$ cat config.mk
export PLATFORM = sky130hd
export DESIGN_NAME = reg_file_param
export DESIGN_NICKNAME = d
export VERILOG_FILES = /design/src/rtl/reg_file_param.sv
export SDC_FILE = /design/constraint.sdc
export NUM_CORES = 1
export LEC_CHECK = 0
export ABC_AREA = 0
export CAP_MARGIN = 20
export CORE_UTILIZATION = 40
export CTS_CLUSTER_SIZE = 16
export DETAILED_ROUTE_END_ITERATION = 12
export GPL_TIMING_DRIVEN = 0
export HOLD_SLACK_MARGIN = 0.1
export PLACE_DENSITY = 0.68
export SLEW_MARGIN = 30
export SYNTH_ARGS = -nofsm -noshare
export SYNTH_HDL_FRONTEND = slang
export SYNTH_SLANG_ARGS = --single-unit
$ cat constraint.sdc
create_clock -name clk -period 15.4 [get_ports clk]
set_input_delay 4.62 -clock clk [delete_from_list [all_inputs] [get_ports clk]]
set_output_delay 4.62 -clock clk [all_outputs]
set_load 0.01 [all_outputs]
$ cat src/rtl/reg_file_param.sv
// reg_file_param: parametrised 2-read/1-write register file with per-register
// pending (scoreboard) bits and an optional hardwired zero register.
// Optional feature: define REGFILE_BYPASS_EN to forward write-port data and
// pending-clear onto the read ports in the same cycle as the write.
module reg_file_param #(
    parameter int DATA_W   = 16,
    parameter int ADDR_W   = 4,
    parameter int ZERO_REG = 1
) (
    input  logic              clk,
    input  logic              rst,
    input  logic              RegWrite,
    input  logic [ADDR_W-1:0] AddrA,
    input  logic [ADDR_W-1:0] AddrB,
    input  logic [ADDR_W-1:0] AddrC,
    input  logic [DATA_W-1:0] BusC,
    input  logic              SetPend,
    input  logic [ADDR_W-1:0] AddrPend,
    output logic [DATA_W-1:0] BusA,
    output logic [DATA_W-1:0] BusB,
    output logic              PendA,
    output logic              PendB,
    output logic              PendAny
);

    localparam int DEPTH   = 2**ADDR_W;
    localparam bit ZERO_EN = (ZERO_REG != 0);

    logic [DATA_W-1:0] regs [DEPTH];
    logic [DEPTH-1:0]  pend;
    logic [DEPTH-1:0]  pend_next;
    logic              write_ok;

    // Writes to r0 are dropped when it is the hardwired zero register.
    assign write_ok = RegWrite && !(ZERO_EN && (AddrC == '0));

    // Register array storage with asynchronous clear.
    // NOTE: the whole array is reset here because the design promises an
    // all-zero file after reset; this forces flops rather than a RAM macro.
    always_ff @(posedge clk or posedge rst) begin
        if (rst) begin
            for (int i = 0; i < DEPTH; i++) begin
                // NOTE: non-blocking assignment for all sequential state so
                // every flop samples pre-edge values regardless of block order.
                regs[i] <= '0;
            end
        end else if (write_ok) begin
            regs[AddrC] <= BusC;
        end
    end

    // Next pending vector: write clears, SetPend sets afterwards so set wins.
    always_comb begin
        // NOTE: default first so every path assigns the vector and no latch
        // is inferred.
        pend_next = pend;
        if (RegWrite) begin
            pend_next[AddrC] = 1'b0;
        end
        if (SetPend) begin
            pend_next[AddrPend] = 1'b1;
        end
        if (ZERO_EN) begin
            pend_next[0] = 1'b0;
        end
    end

    // Pending-bit scoreboard register.
    always_ff @(posedge clk or posedge rst) begin
        if (rst) begin
            pend <= '0;
        end else begin
            pend <= pend_next;
        end
    end

    // Read port A: stored value, optional same-cycle forward, zero-reg and reset gating.
    always_comb begin
        BusA  = regs[AddrA];
        PendA = pend[AddrA];
`ifdef REGFILE_BYPASS_EN
        if (write_ok && (AddrA == AddrC)) begin
            BusA  = BusC;
            PendA = SetPend && (AddrPend == AddrC);
        end
`endif
        if (ZERO_EN && (AddrA == '0)) begin
            BusA  = '0;
            PendA = 1'b0;
        end
        if (rst) begin
            BusA  = '0;
            PendA = 1'b0;
        end
    end

    // Read port B: mirrors port A on its own address.
    always_comb begin
        BusB  = regs[AddrB];
        PendB = pend[AddrB];
`ifdef REGFILE_BYPASS_EN
        if (write_ok && (AddrB == AddrC)) begin
            BusB  = BusC;
            PendB = SetPend && (AddrPend == AddrC);
        end
`endif
        if (ZERO_EN && (AddrB == '0)) begin
            BusB  = '0;
            PendB = 1'b0;
        end
        if (rst) begin
            BusB  = '0;
            PendB = 1'b0;
        end
    end

    // Any register awaiting a producer; forced low while reset is asserted.
    assign PendAny = (|pend) && !rst;

endmodule
==> reports/summary.txt, run 1 <==
post-synthesis net count = 977
buffer type at the clock tree root = sky130_fd_sc_hd__clkbuf_16
Post-DRT Antenna Nets = 0
maximum level of the CTS H-tree = 1
Num CTS Buffers = 29
die area = 35200 sq um
type of the worst setup path = input pin to primary output
drt drc = 0
Cell Rows = 67
signed area change from the synthesized netlist to the final layout = 17.35%
# hold bufs at CTS = 0
core region area = 33700 sq um
Max IR drop VDD = 86.86 uV
top achievable clock speed = 80.02 MHz
count of warnings emitted by yosys = 0
total number of nets in the final design = 1084
total setup buffers inserted after CTS = 0
Total Power Consumption = 2.126 mW
Hold Crit Class = flop to flop
crit path DAT = 7880 ps
flop and latch count out of synthesis = 255
capturing element type of the critical path = primary output
Post-Synthesis Cell Area = 13780 sq um
number of enable-type register cells in the synthesized netlist = 0
max-slew violations = 0
post-route clock skew = 0 ps
share of flip-flops with an asynchronous set or reset = 1.000
maximum number of pins on one net before global-route repair = 31
global-route wire length before repair = 63270 um
Fill cells = 2923
number of unique standard cell types used by synthesis = 40
layout cells sized above 1 = 0.4583
Multi-input gate area = 6945 sq um
Most used DFF post-synth = sky130_fd_sc_hd__dfrtp_1
vias = 9389
crit-path max cell delay = 830 ps
initial core utilization = 0.4089
routed len/inst = 27.77 um
max-cap viol count = 0
number of hold-slack violations in the final timing report = 0
cell breakdown of the critical path = clkdlybuf4s50_1 -> buf_2 -> nor3b_2 -> clkbuf_1 -> a22oi_1 -> o211ai_1 -> clkdlybuf4s50_1
DR iter-0 viols = 893
antenna cells = 0
power per cell area = 131.4 nW/um^2
worst hold-check slack = 524.2 ps
TritonCTS Sinks = 255
all-layer global routing usage = 0.2430
Post-Syn Instances = 941
maximum buffer depth of the clock tree = 3
# setup viols final = 0
global route total overflow = 0
setup repair after global routing missed its margin = false
count of boundary I/O pins = 71
sequential area share after synthesis = 0.4630
CP Max Fanout = 10
slew at the pin closest to its max-slew limit = 1009 ps
mean cell area of the mapped netlist = 14.64 sq um
status = finished, final reports clean
Most common cell on crit path = sky130_fd_sc_hd__clkdlybuf4s50_1
number of antenna violations at the first check in global routing = 0
portion of the clock cycle consumed by the worst path in the final layout = 0.8114
Crit-path slowest cell = sky130_fd_sc_hd__nor3b_2
vias in the first global route = 9734
quantity of gates resized following cts = 0
Layout Utilization = 0.4799
horizontal die dimension = 187.6 um
clock period minus worst slack = 12500 ps
Pre-antenna DRT Iters = 5
worst rel slew slack = 0.3245
clock latency of the later-clocked register in the worst-skew pair = 540 ps
standby leakage power = 6.529 nW
count of buffers from port buffering = 66
wire length reported by the detailed router = 42070 um
HPWL after detailed placement = 28230 um
gp weighted congestion = 0.8436
Seq. cell area = 6381 sq um
area post-placement = 15240 sq um
clock-pin slew reported for the worst setup and hold paths after clock tree synthesis = 60 ps
Crit path required time = 10780 ps
via-per-instance ratio = 6.197
sort of element at the start of the critical path = input pin
clock tree from TritonCTS = done
die extent in y = 187.6 um
Finished Cell Area = 16170 sq um
synthesized netlist by cell type, types with 3 or more instances:
cell type                    n  area share
sky130_fd_sc_hd__dfrtp_1   255        0.46
sky130_fd_sc_hd__mux2_2    247        0.20
sky130_fd_sc_hd__mux4_2    102        0.17
sky130_fd_sc_hd__a22oi_1    64       0.035
sky130_fd_sc_hd__clkbuf_1   45       0.012
sky130_fd_sc_hd__nand2_1    39       0.011
sky130_fd_sc_hd__o211ai_1   34       0.019
sky130_fd_sc_hd__buf_2      31       0.011
sky130_fd_sc_hd__mux2_4     27       0.029
sky130_fd_sc_hd__o21ai_0    16      0.0058
sky130_fd_sc_hd__nor2_2      9      0.0041
sky130_fd_sc_hd__buf_6       7      0.0057
sky130_fd_sc_hd__nand2b_1    7      0.0032
sky130_fd_sc_hd__or3_1       5      0.0023
sky130_fd_sc_hd__inv_1       4      0.0011
sky130_fd_sc_hd__nor3b_1     4      0.0022
sky130_fd_sc_hd__and3b_1     3      0.0019
sky130_fd_sc_hd__buf_1       3     0.00082
sky130_fd_sc_hd__nand3b_1    3      0.0016
sky130_fd_sc_hd__nor2b_1     3      0.0014
sky130_fd_sc_hd__nor3_1      3      0.0011
sky130_fd_sc_hd__nor4_1      3      0.0014
metrics by stage:
| stage | TNS (ps) | cells | worst slack (ps) |
|---|---|---|---|
| 2_1_floorplan | 0 | 941 | 1476 |
| 3_3_place_gp | -1242 | 1455 | -1242 |
| 3_5_place_dp | 0 | 1465 | 2983 |
| 4_1_cts | 0 | 1515 | 2961 |
| 5_1_grt | 0 | 1515 | 2883 |
| 6_report | 0 | 1515 | 2904 |
placed cells by master (no fill, tap or decap), types with 2 or more instances in the layout:
master,instances
sky130_fd_sc_hd__inv_1,3
sky130_fd_sc_hd__clkbuf_1,50
sky130_fd_sc_hd__o32ai_1,2
sky130_fd_sc_hd__nor3b_1,2
sky130_fd_sc_hd__buf_4,2
sky130_fd_sc_hd__nor2_2,9
sky130_fd_sc_hd__clkinvlp_4,4
sky130_fd_sc_hd__a21o_1,2
sky130_fd_sc_hd__clkbuf_16,29
sky130_fd_sc_hd__o211ai_1,34
sky130_fd_sc_hd__mux2_2,247
sky130_fd_sc_hd__nand3b_4,2
sky130_fd_sc_hd__nor4_1,3
sky130_fd_sc_hd__o2111ai_1,2
sky130_fd_sc_hd__buf_2,31
sky130_fd_sc_hd__nand2_1,39
sky130_fd_sc_hd__nor3b_2,4
sky130_fd_sc_hd__bufinv_16,3
sky130_fd_sc_hd__o2bb2ai_1,2
sky130_fd_sc_hd__mux2_4,27
sky130_fd_sc_hd__clkbuf_8,3
sky130_fd_sc_hd__dfrtp_1,255
sky130_fd_sc_hd__nor2_1,2
sky130_fd_sc_hd__buf_1,3
sky130_fd_sc_hd__clkinv_2,6
sky130_fd_sc_hd__and3b_1,3
sky130_fd_sc_hd__buf_6,7
sky130_fd_sc_hd__nand3b_1,3
sky130_fd_sc_hd__buf_12,8
sky130_fd_sc_hd__o21ai_0,16
sky130_fd_sc_hd__buf_16,3
sky130_fd_sc_hd__nand2b_1,7
sky130_fd_sc_hd__mux4_2,102
sky130_fd_sc_hd__nor2b_1,3
sky130_fd_sc_hd__nand3_1,2
sky130_fd_sc_hd__a22oi_1,64
sky130_fd_sc_hd__clkdlybuf4s50_1,66
sky130_fd_sc_hd__nor3_1,3
sky130_fd_sc_hd__or3_1,5
routing by layer:
metal	GRT usage	routed length, um	vias to the layer above	share of wire
li1	-	-	3877	-
met5	0	0	-	0
met2	0.3846	19590	405	0.47
met3	0.04061	2688	99	0.064
met4	0.08912	1578	0	0.038
met1	0.3364	18220	5008	0.43
worst max-delay path: cells and delay by family:
family / cells / cell delay [ps]
buf+inv: 4 / 2030
simple gates: 1 / 830
compound gates: 2 / 390
sequential cells by signal, summed over array words and instances, names as in the netlist:
register / cells
regs: 240
pend: 15
final cells by class:
type                    instances  share of cell area
multi-input cells             593              0.4295
flip-flops and latches        255              0.3946
repair buffers                 76             0.05462
clock buffers                  38             0.04882
well taps                     448             0.03466
plain buffers                  89             0.02785
clock inverters                12            0.008820
inverters                       4            0.001161
path summary, 6_finish.rpt:
kind,from,endpoint,slack (ps),cells past startpoint
setup / recovery,rst,BusA[8],2900,7
hold / removal,regs[80]$_DFFE_PP0P_,regs[80]$_DFFE_PP0P_,520,1
setup reg to reg,regs[130]$_DFFE_PP0P_,regs[130]$_DFFE_PP0P_,14600,1
hold reg to reg,regs[80]$_DFFE_PP0P_,regs[80]$_DFFE_PP0P_,520,1
max in group asynchronous,rst,regs[42]$_DFFE_PP0P_,9410,8
min in group asynchronous,rst,regs[188]$_DFFE_PP0P_,4750,3
power by group:
| part | total, mW | switching, mW | internal, mW | leakage (nW) |
|---|---|---|---|---|
| registers | 0.946 | 0.119 | 0.827 | 3.12 |
| logic | 0.493 | 0.183 | 0.310 | 2.95 |
| clock network | 0.687 | 0.279 | 0.408 | 0.452 |
| total | 2.13 | 0.580 | 1.55 | 6.53 |
cell families (layout without fill, tap and decap cells):
group	Yosys count	count (layout)	synth area share
muxes	377	377	0.3987
AOI/OAI and AO/OA	126	126	0.06664
and+or+nand+nor	90	90	0.03795
buffers and inverters	93	219	0.03368
DFF	255	255	0.4630
(Power assumes the default switching activity.)
==> run 2: changes to the inputs <==
Clock period 15.4 ns to 10.8 ns, I/O delays scaled along.
==> reports/summary.txt, run 2 (synthesis gave the netlist of run 1 again) <==
layout cells sized above 1 = 0.4625 (+0.004253)
capturing element type of the critical path = primary output
worst flop-to-flop path startpoint = regs[217]$_DFFE_PP0P_
clock period minus worst slack = 9766 ps
core region area = 33700 sq um (unchanged)
maximum buffer depth of the clock tree = 3 (unchanged)
DR WL met2 = 19950 um (+1.9%)
crit path DAT = 6530 ps (-1350 ps)
wire length reported by the detailed router = 42550 um (+1.1%)
horizontal die dimension = 187.6 um (unchanged)
routed len/inst = 28.07 um (+1.1%)
Crit path required time = 7560 ps (-3220 ps)
setup TNS = 0 ps (unchanged)
Total Power Consumption = 3.113 mW (+46%)
RR Endpoint = regs[217]$_DFFE_PP0P_
Pre-antenna DRT Iters = 6 (+1)
standby leakage power = 6.587 nW (+0.90%)
largest registers = regs: 240 flops, pend: 15 flops
# setup viols final = 0 (unchanged)
gp weighted congestion = 0.8386 (-0.59%)
setup repair after global routing missed its margin = false
all-layer global routing usage = 0.2447 (+0.001740)
buffer type at the clock tree root = sky130_fd_sc_hd__clkbuf_16
count of boundary I/O pins = 71 (unchanged)
clock latency of the later-clocked register in the worst-skew pair = 550 ps (about the same)
metal3 WL = 3640 um (+35%)
Max IR drop VDD = 127.6 uV (+47%)
HPWL after detailed placement = 28460 um (+0.83%)
vias in the first global route = 9712 (-0.23%)
Crit. Startpoint = rst
Num CTS Buffers = 28 (-3.4%)
via-per-instance ratio = 6.260 (+1.0%)
antenna cells = 0 (unchanged)
number of hold-slack violations in the final timing report = 0 (unchanged)
max-cap viol count = 0 (unchanged)
commonest non-fill, non-tap cell in the layout = sky130_fd_sc_hd__dfrtp_1
total setup buffers inserted after CTS = 0 (unchanged)
Cell Rows = 67 (unchanged)
post-route clock skew = 0 ps (unchanged)
leading cell types in the layout, fill and taps excluded = sky130_fd_sc_hd__dfrtp_1, sky130_fd_sc_hd__mux2_2, sky130_fd_sc_hd__mux4_2, sky130_fd_sc_hd__clkdlybuf4s50_1, sky130_fd_sc_hd__a22oi_1
DR iter-0 viols = 961 (+7.6%)
max-slew violations = 0 (unchanged)
number of flip-flops in the largest register = 240 (unchanged)
Met1 Wirelength = 17470 um (-4.1%)
portion of the clock cycle consumed by the worst path in the final layout = 0.9042
global-route wire length before repair = 63870 um (+0.95%)
total number of nets in the final design = 1083 (-0.092%)
top register by number of flip-flops = regs
type of the worst setup path = input pin to primary output
power per cell area = 191.4 nW/um^2 (+46%)
die area = 35200 sq um (unchanged)
length in cells of the worst reg-to-reg path = 1 (unchanged)
signed area change from the synthesized netlist to the final layout = 18.02%
clock tree from TritonCTS = done
top achievable clock speed = 102.4 MHz
clock-pin slew reported for the worst setup and hold paths after clock tree synthesis = 60 ps (about the same)
drt drc = 0 (unchanged)
slew at the pin closest to its max-slew limit = 1058 ps (+49.34 ps)
number of antenna violations at the first check in global routing = 0 (unchanged)
Hold Crit Class = flop to flop
status = finished, final reports clean
maximum level of the CTS H-tree = 1 (unchanged)
sort of element at the start of the critical path = input pin
r2r setup slk = 9980 ps (-4620 ps)
die extent in y = 187.6 um (unchanged)
initial core utilization = 0.4089 (unchanged)
# hold bufs at CTS = 0 (unchanged)
count of buffers from port buffering = 66 (unchanged)
global route total overflow = 0 (unchanged)
quantity of gates resized following cts = 0 (unchanged)
maximum number of pins on one net before global-route repair = 30 (-3.2%)
top layer used by detailed routing = met4
CP Max Fanout = 10 (unchanged)
worst rel slew slack = 0.2945 (-0.02995)
Post-DRT Antenna Nets = 0 (unchanged)
vias = 9490 (+1.1%)
TritonCTS Sinks = 255 (unchanged)
last element of the critical path = BusA[8]
## run 2: cell types whose count changed in the layout (fill, tap and decap cells not counted), sizes merged
cell	previous run	this run
bufinv	3	5
clkbuf	83	84
clkinv	6	7
clkinvlp	4	1
## run 2: report_power, final
group | internal, mW | switching (mW)
logic | 0.443 | 0.267
registers | 1.18 | 0.170
clock network | 0.648 | 0.406
## run 2: worst max-delay path, stage by stage
cell and delay, ps:
sky130_fd_sc_hd__clkdlybuf4s50_1 520, sky130_fd_sc_hd__buf_12 210, sky130_fd_sc_hd__nor3b_2 760, sky130_fd_sc_hd__clkbuf_1 780, sky130_fd_sc_hd__a22oi_1 190, sky130_fd_sc_hd__o211ai_1 210, sky130_fd_sc_hd__clkdlybuf4s50_1 600
## run 2: worst min path at each step
stage,from,cells past startpoint,to,slack (ps)
after floorplan,pend[1]$_DFF_PP0_,1,pend[1]$_DFF_PP0_,490
after global placement,regs[153]$_DFFE_PP0P_,1,regs[153]$_DFFE_PP0P_,500
after detailed placement,regs[52]$_DFFE_PP0P_,1,regs[52]$_DFFE_PP0P_,510
after CTS,regs[81]$_DFFE_PP0P_,1,regs[81]$_DFFE_PP0P_,530
after global routing,regs[81]$_DFFE_PP0P_,1,regs[81]$_DFFE_PP0P_,540
final,regs[46]$_DFFE_PP0P_,1,regs[46]$_DFFE_PP0P_,520
## run 2: area by class of cell
type / instances / area [sq um]
timing repair buffer: 76 / 875.8
clock buffer: 39 / 823.3
sequential: 255 / 6381
clock inverter: 12 / 185.2
fill: 2929 / 17440
multi-input combinational: 593 / 6953
buffer: 89 / 466.7
inverter: 4 / 18.77
tap: 448 / 560.5
## run 2: layer usage
layer  up-vias  track usage
li1       3879            -
met1      5049       0.3366
met2       453       0.3849
met3       109      0.04960
met4         0      0.08662
met5         -            0
## run 2: per-stage QoR
step	area, sq um	hold WS [ps]	util	instances	setup slack, ps
global placement	15030	500.7	0.4459	1455	-2908
floorplan	13810	487.1	-	941	-182.6
detailed placement	15250	512.7	0.4526	1465	1184
CTS	16260	526.0	0.4826	1516	1183
global route	16260	538.0	0.4826	1516	969.9
finish	16260	524.6	0.4826	1516	1034
==> run 3: changes to the inputs <==
Settings changed: CORE_MARGIN set to 1.
==> results of run 3 <==
The final DEF is identical to that of run 2; final timing and power are the same.
